## src/rtl/input_loader_if.sv

```systemverilog
// Pixel-stream handshake and x-memory write port of the input loader.
// The loader uses the slave modport; the pixel source / memory side uses master.
interface input_loader_if #(
    parameter int unsigned X_ADDR_LEN = 10,
    parameter int unsigned X_SEL_LEN  = 2,
    parameter int unsigned PIX_WIDTH  = 8
);
    logic                  pix_valid;
    logic [PIX_WIDTH-1:0]  pix_data;
    logic                  pix_ready;
    logic [X_ADDR_LEN-1:0] x_addr;
    logic                  x_data;
    logic [X_SEL_LEN-1:0]  x_sel;
    logic                  x_wq;

    modport master (
        output pix_valid, pix_data,
        input  pix_ready, x_addr, x_data, x_sel, x_wq
    );

    modport slave (
        input  pix_valid, pix_data,
        output pix_ready, x_addr, x_data, x_sel, x_wq
    );
endinterface

```

## src/rtl/input_loader.sv

```systemverilog
// Input loader: streams X1_LEN pixels into x-memory bank 0 as thresholded bits, then runs compute.
// Define LOADER_THRESH_PROG_EN to add a thresh port captured at start; otherwise THRESH is used.
module input_loader #(
    parameter int unsigned X_ADDR_LEN = 10,
    parameter int unsigned X_SEL_LEN  = 2,
    parameter int unsigned X1_LEN     = 784,
    parameter int unsigned PIX_WIDTH  = 8,
    parameter int unsigned THRESH     = 128
) (
    input  logic                 clk,
    input  logic                 rst_n,
    input  logic                 start,
`ifdef LOADER_THRESH_PROG_EN
    input  logic [PIX_WIDTH-1:0] thresh,
`endif
    input  logic                 compute_finish,
    output logic                 en,
    output logic                 busy,
    output logic                 load_done,
    input_loader_if.slave        bus
);
    typedef enum logic [1:0] {StIdle, StLoad, StSettle, StRun} state_e;

    localparam logic [X_ADDR_LEN-1:0] LastIdx = X_ADDR_LEN'(X1_LEN - 1);
    localparam logic [PIX_WIDTH-1:0]  ThreshC = PIX_WIDTH'(THRESH);

    state_e                state_q, state_d;
    logic [X_ADDR_LEN-1:0] cnt_q, cnt_d;
    logic [X_ADDR_LEN-1:0] x_addr_q, x_addr_d;
    logic                  x_data_q, x_data_d;
    logic                  x_wq_q, x_wq_d;
    logic                  en_q, en_d;
    logic                  done_q, done_d;
    logic [PIX_WIDTH-1:0]  thr;

`ifdef LOADER_THRESH_PROG_EN
    logic [PIX_WIDTH-1:0] thr_q;

    // Threshold is frozen for the whole image at the accepted start.
    always_ff @(posedge clk or negedge rst_n) begin
        if (!rst_n) begin
            thr_q <= ThreshC;
        end else if (state_q == StIdle && start) begin
            thr_q <= thresh;
        end
    end
    assign thr = thr_q;
`else
    assign thr = ThreshC;
`endif

    always_comb begin
        state_d  = state_q;
        cnt_d    = cnt_q;
        x_addr_d = x_addr_q;
        x_data_d = x_data_q;
        x_wq_d   = 1'b0;
        en_d     = en_q;
        done_d   = 1'b0;
        unique case (state_q)
            StIdle: begin
                if (start) begin
                    state_d = StLoad;
                    cnt_d   = '0;
                end
            end
            StLoad: begin
                if (bus.pix_valid) begin
                    x_addr_d = cnt_q;
                    x_data_d = (bus.pix_data >= thr);
                    x_wq_d   = 1'b1;
                    cnt_d    = cnt_q + 1'b1;
                    if (cnt_q == LastIdx) begin
                        state_d = StSettle;
                    end
                end
            end
            // One idle cycle lets the last write land before compute is released.
            StSettle: begin
                state_d = StRun;
                en_d    = 1'b1;
            end
            StRun: begin
                if (compute_finish) begin
                    state_d = StIdle;
                    en_d    = 1'b0;
                    done_d  = 1'b1;
                end
            end
            default: state_d = StIdle;
        endcase
    end

    always_ff @(posedge clk or negedge rst_n) begin
        if (!rst_n) begin
            state_q  <= StIdle;
            cnt_q    <= '0;
            x_addr_q <= '0;
            x_data_q <= 1'b0;
            x_wq_q   <= 1'b0;
            en_q     <= 1'b0;
            done_q   <= 1'b0;
        end else begin
            state_q  <= state_d;
            cnt_q    <= cnt_d;
            x_addr_q <= x_addr_d;
            x_data_q <= x_data_d;
            x_wq_q   <= x_wq_d;
            en_q     <= en_d;
            done_q   <= done_d;
        end
    end

    assign bus.pix_ready = (state_q == StLoad);
    assign bus.x_addr    = x_addr_q;
    assign bus.x_data    = x_data_q;
    assign bus.x_wq      = x_wq_q;
    assign bus.x_sel     = '0;
    assign en            = en_q;
    assign busy          = (state_q != StIdle);
    assign load_done     = done_q;
endmodule

```

## src/flat_wrapper.sv

```systemverilog
// flat-port wrapper written by rule: the top's interface ports become plain ports
module input_loader_flat 
#(
    parameter int unsigned X_ADDR_LEN = 10,
    parameter int unsigned X_SEL_LEN  = 2,
    parameter int unsigned X1_LEN     = 784,
    parameter int unsigned PIX_WIDTH  = 8,
    parameter int unsigned THRESH     = 128
)
  (clk, rst_n, start, compute_finish, en, busy, load_done, bus_pix_valid, bus_pix_data, bus_pix_ready, bus_x_addr, bus_x_data, bus_x_sel, bus_x_wq);
  input_loader_if #(.X_ADDR_LEN(X_ADDR_LEN), .X_SEL_LEN(X_SEL_LEN), .PIX_WIDTH(PIX_WIDTH)) bus_i ();
  input  logic clk;
  input  logic rst_n;
  input  logic start;
  input  logic compute_finish;
  output logic en;
  output logic busy;
  output logic load_done;
  input wire logic [$bits(bus_i.pix_valid)-1:0] bus_pix_valid;
  input wire logic [$bits(bus_i.pix_data)-1:0] bus_pix_data;
  output wire logic [$bits(bus_i.pix_ready)-1:0] bus_pix_ready;
  output wire logic [$bits(bus_i.x_addr)-1:0] bus_x_addr;
  output wire logic [$bits(bus_i.x_data)-1:0] bus_x_data;
  output wire logic [$bits(bus_i.x_sel)-1:0] bus_x_sel;
  output wire logic [$bits(bus_i.x_wq)-1:0] bus_x_wq;
  assign bus_i.pix_valid = bus_pix_valid;
  assign bus_i.pix_data = bus_pix_data;
  assign bus_pix_ready = bus_i.pix_ready;
  assign bus_x_addr = bus_i.x_addr;
  assign bus_x_data = bus_i.x_data;
  assign bus_x_sel = bus_i.x_sel;
  assign bus_x_wq = bus_i.x_wq;
  input_loader #(.X_ADDR_LEN(X_ADDR_LEN), .X_SEL_LEN(X_SEL_LEN), .X1_LEN(X1_LEN), .PIX_WIDTH(PIX_WIDTH), .THRESH(THRESH)) u_core (.clk(clk), .rst_n(rst_n), .start(start), .compute_finish(compute_finish), .en(en), .busy(busy), .load_done(load_done), .bus(bus_i));
endmodule
```

## config.mk

```make
export PLATFORM = sky130hd
export DESIGN_NAME = input_loader_flat
export DESIGN_NICKNAME = d
export VERILOG_FILES = /design/src/rtl/input_loader_if.sv /design/src/rtl/input_loader.sv /design/src/flat_wrapper.sv
export SDC_FILE = /design/constraint.sdc
export NUM_CORES = 1
export LEC_CHECK = 0
export BUFFER_PORTS_ARGS = -buffer_cell sky130_fd_sc_hd__buf_2
export CAP_MARGIN = 20
export CORE_MARGIN = 2
export CORE_UTILIZATION = 28
export DETAILED_ROUTE_END_ITERATION = 12
export GPL_TIMING_DRIVEN = 1
export PLACE_DENSITY = 0.44
export SLEW_MARGIN = 0
export SYNTH_ARGS = -nofsm -noshare
export SYNTH_HDL_FRONTEND = slang
export SYNTH_SLANG_ARGS = --single-unit
```

## constraint.sdc

```tcl
create_clock -name clk -period 3.7 [get_ports clk]
set_input_delay 0.74 -clock clk [delete_from_list [all_inputs] [get_ports clk]]
set_output_delay 0.74 -clock clk [all_outputs]
set_load 0.02 [all_outputs]
```

==> summary.md <==
| Metric | Value |
|---|---|
| Status | finished clean |
| Grt peak-use layer | met2 |
| Detailed Route Iter0 Violations | 26 |
| Stages on the worst setup path | 3 |
| Multiplexer area fraction after synthesis | about a tenth |
| Hold buffer count at cts | 0 |
| Max_cap viols | 0 |
| Pre-Repair DR Iteration Count | 4 |
| Min Hold Slack | 461 ps |
| Initial antenna violation count | 0 |
| # resized after CTS | 0 |
| Minimum setup slack among reg-to-reg paths | 1630 ps |
| Register bit total from synthesis | 26 |
| Setup CP Type | reg2out |
| Critical-path cell list | inv_1 > ha_1 > buf_2 |
| Total track usage | 9.97% |
| Vias/cell | 4.58 |
| Share of flip-flops with an asynchronous set or reset | 100% |
| Crit-path slowest cell | dfrtp_1 |
| Starting density of the core | 28.6% |
| Max Freq | around 0.46 GHz |
| Tmin final | about 2200 ps |
| Fill cell count | 484 |
| Final setup vio count | 0 |
| # nets final | 161 |
| Gate Count Post-Synth | roughly 120 |
| Post-synthesis sequential area ratio | about half |
| Fraction of layout cells with a size suffix above 1 | between 20 and 30% |
| First-pass GRT wire length | a little over 4000 um |
| H-tree levels | 1 |
| Clock Tree Buf Depth | 2 |
| Post-DP HPWL | 1880 um |
| Core area | between 4000 and 5000 sq um |
| Total clock sinks | 26 |
| Cell family with most CP delay | flip-flops |
| N_diodes | 0 |
| Post-synth EDFFs | 0 |
| Detailed-route wire length per cell | 12.6 um |
| Gr ovfl total | 0 |
| Synth cell types | 32 |
| Final hold vios | 0 |
| GPL Wtd Cong | 0.786 |
| Post-Route WL | 2470 um |
| GR Util met3 | about 2.1% |
| PwrDens | between 500 and 600 nW/um^2 |
| Port bufs | 21 |
| Largest net degree at the start of global routing | 27 |
| Worst-Skew Late Latency | around 270 ps |
| Worst Setup EP | bus_pix_ready |
| GR Util met1 | 14.2% |
| Via count | roughly 890 |
| CP arrival | around 1500 ps |
| GR Util met2 | 14.5% |
| Buf/Inv on CP | 2 |
| Adder-cell share of the synthesized area | 5.67% |
| WP data required | roughly 3000 ps |
| Slew @ Worst Pin | 573 ps |
| Antenna Nets Post-Route | 0 |
| FF-to-FF path depth | 6 |
| Site Rows | 25 |
| Clk slew on worst S/H paths | 90 ps |
| Complex-gate fraction of the synthesized area | under 10% |
| DRC errors left | 0 |
| Number of global-route vias before repair | 866 |
| Die height | 72.8 um |
| Root Driver | clkbuf_8 |
| CP startpoint | u_core.state_q[1]$_DFFE_PN0P_ |
| Total CTS buffers | 3 |
| CP peak stage delay | 420 ps |
| Ports | 31 |
| Hold Path Class | in2async |
| Period utilization | 59.1% |
| Layout Utilization | 32.8% |
| Post-CTS setup buffers | 0 |
| FF-to-FF End | u_core.cnt_q[9]$_DFFE_PN0P_ |
| Syn Area/Cell | between 10 and 15 sq um |
| Final Max Tran Viols | 0 |
| Top FF cell, synth | dfrtp_1 |
| Netlist Area Pre-Place | 1320 sq um |
| Die area | 5290 sq um |
| Slew headroom | between 60% and 70% |
| Startpoint types | flop |
| Clock skew | 4.94 ps |
| Peak VDD IR | 0.000150 V |
| RSZ-0062 raised after global routing | false |
| Area leader, netlist | dfrtp_1 |
| TNS Setup | 0 ps |
| P&R area growth vs syn | 14.8% |
| Share of the synthesized area in the top cell type | around half |
| Critical Path End Type | output pin |
| Reg-to-reg startpoint | u_core.state_q[0]$_DFFE_PN0P_ |
| Post-Synth XOR/XNOR Area | 3.31% |
| Ranking of synthesized cells by area | dfrtp_1, mux2_2, ha_1 |
| Leakage power total | between 0.7 and 0.8 nW |
| Main combinational cell family by area after synthesis | simple AND/OR/NAND/NOR gates |
| Die W | 72.8 um |
| Post-synthesis simple-gate area fraction | 18.4% |
| Max FO, Critical Path | 11 |
| Synth warn | 0 |
| CTS tree | yes |
[worst min path at each step]
stage | to | start | slack [ps]
2_1_floorplan | u_core.bus.x_addr[0]$_DFFE_PN0P_ | rst_n | 440
3_3_place_gp | u_core.bus.x_addr[0]$_DFFE_PN0P_ | u_core.bus.x_addr[0]$_DFFE_PN0P_ | 460
3_5_place_dp | u_core.bus.x_addr[1]$_DFFE_PN0P_ | u_core.bus.x_addr[1]$_DFFE_PN0P_ | 470
4_1_cts | u_core.bus.x_addr[8]$_DFFE_PN0P_ | rst_n | 490
5_1_grt | u_core.cnt_q[5]$_DFFE_PN0P_ | rst_n | 500
6_report | u_core.bus.x_addr[8]$_DFFE_PN0P_ | rst_n | 460
[cell usage after synthesis (all sizes together), types with 3 or more instances]
library cell  instances
nand2                10
nand3                 8
nor3                  3
nor2                  9
ha                    6
buf                   6
nor2b                 4
xnor2                 5
inv                   8
o21ai                 6
dfrtp                26
mux2                 10
[layout make-up]
cell class	instances	area, sq um	area share [%]
clock buffer	3	41.3	2.72
clock inverter	1	30.0	1.98
inverter	8	30.0	1.98
multi-input combinational	82	596	39.2
sequential	26	651	42.8
tap	54	67.6	4.44
timing repair buffer	21	105	6.91
[metal layers]
| metal | vias to the layer above | part of all wire, % |
|---|---|---|
| met2 | 24 | 44 |
| li1 | 450 | - |
| met3 | 6 | 4.7 |
| met4 | 0 | 1.9 |
| met1 | 413 | 49 |
| met5 | - | 0 |
[flip-flops by register name (all words and copies together), names as in the netlist]
signal	flops
u_core.bus.x_addr	10
u_core.cnt_q	10
u_core.state_q	2
u_core.bus.x_data	1
u_core.bus.x_wq	1
u_core.en	1
u_core.load_done	1
[metrics by stage]
stage	power (W)	setup WS (ps)	cell area [sq um]	cells
2_1_floorplan	0.000540	1830	1330	123
3_3_place_gp	0.000600	1610	1450	191
3_5_place_dp	0.000605	1610	1450	191
4_1_cts	0.000842	1480	1520	195
5_1_grt	0.000885	1410	1520	195
6_report	0.000828	1510	1520	195
[placed cells by master, fill, tap and decap left out, types with 5 or more instances in the layout]
cell and instances:
buf_2 21, o21ai_0 6, inv_1 8, mux2_2 10, xnor2_1 5, dfrtp_1 26
nand3_1 8, ha_1 6, nand2_1 10, nor2_1 9
[cells by family (layout without fill, tap and decap cells)]
logic type	after synthesis	after routing
AND/OR/NAND/NOR	43	43
flip-flops	26	26
buffers and inverters	15	33
AO/OA/AOI/OAI	14	14
multiplexers	12	12
adder cells (fa/ha/maj)	6	6
XOR/XNOR	5	5
other	1	2
[power by group]
part	total (W)	switching (W)	internal, W
registers	0.000403	0.0000578	0.000345
clock network	0.000234	0.0000890	0.000145
logic	0.000192	0.000107	0.0000848
(Power assumes the default switching activity.)
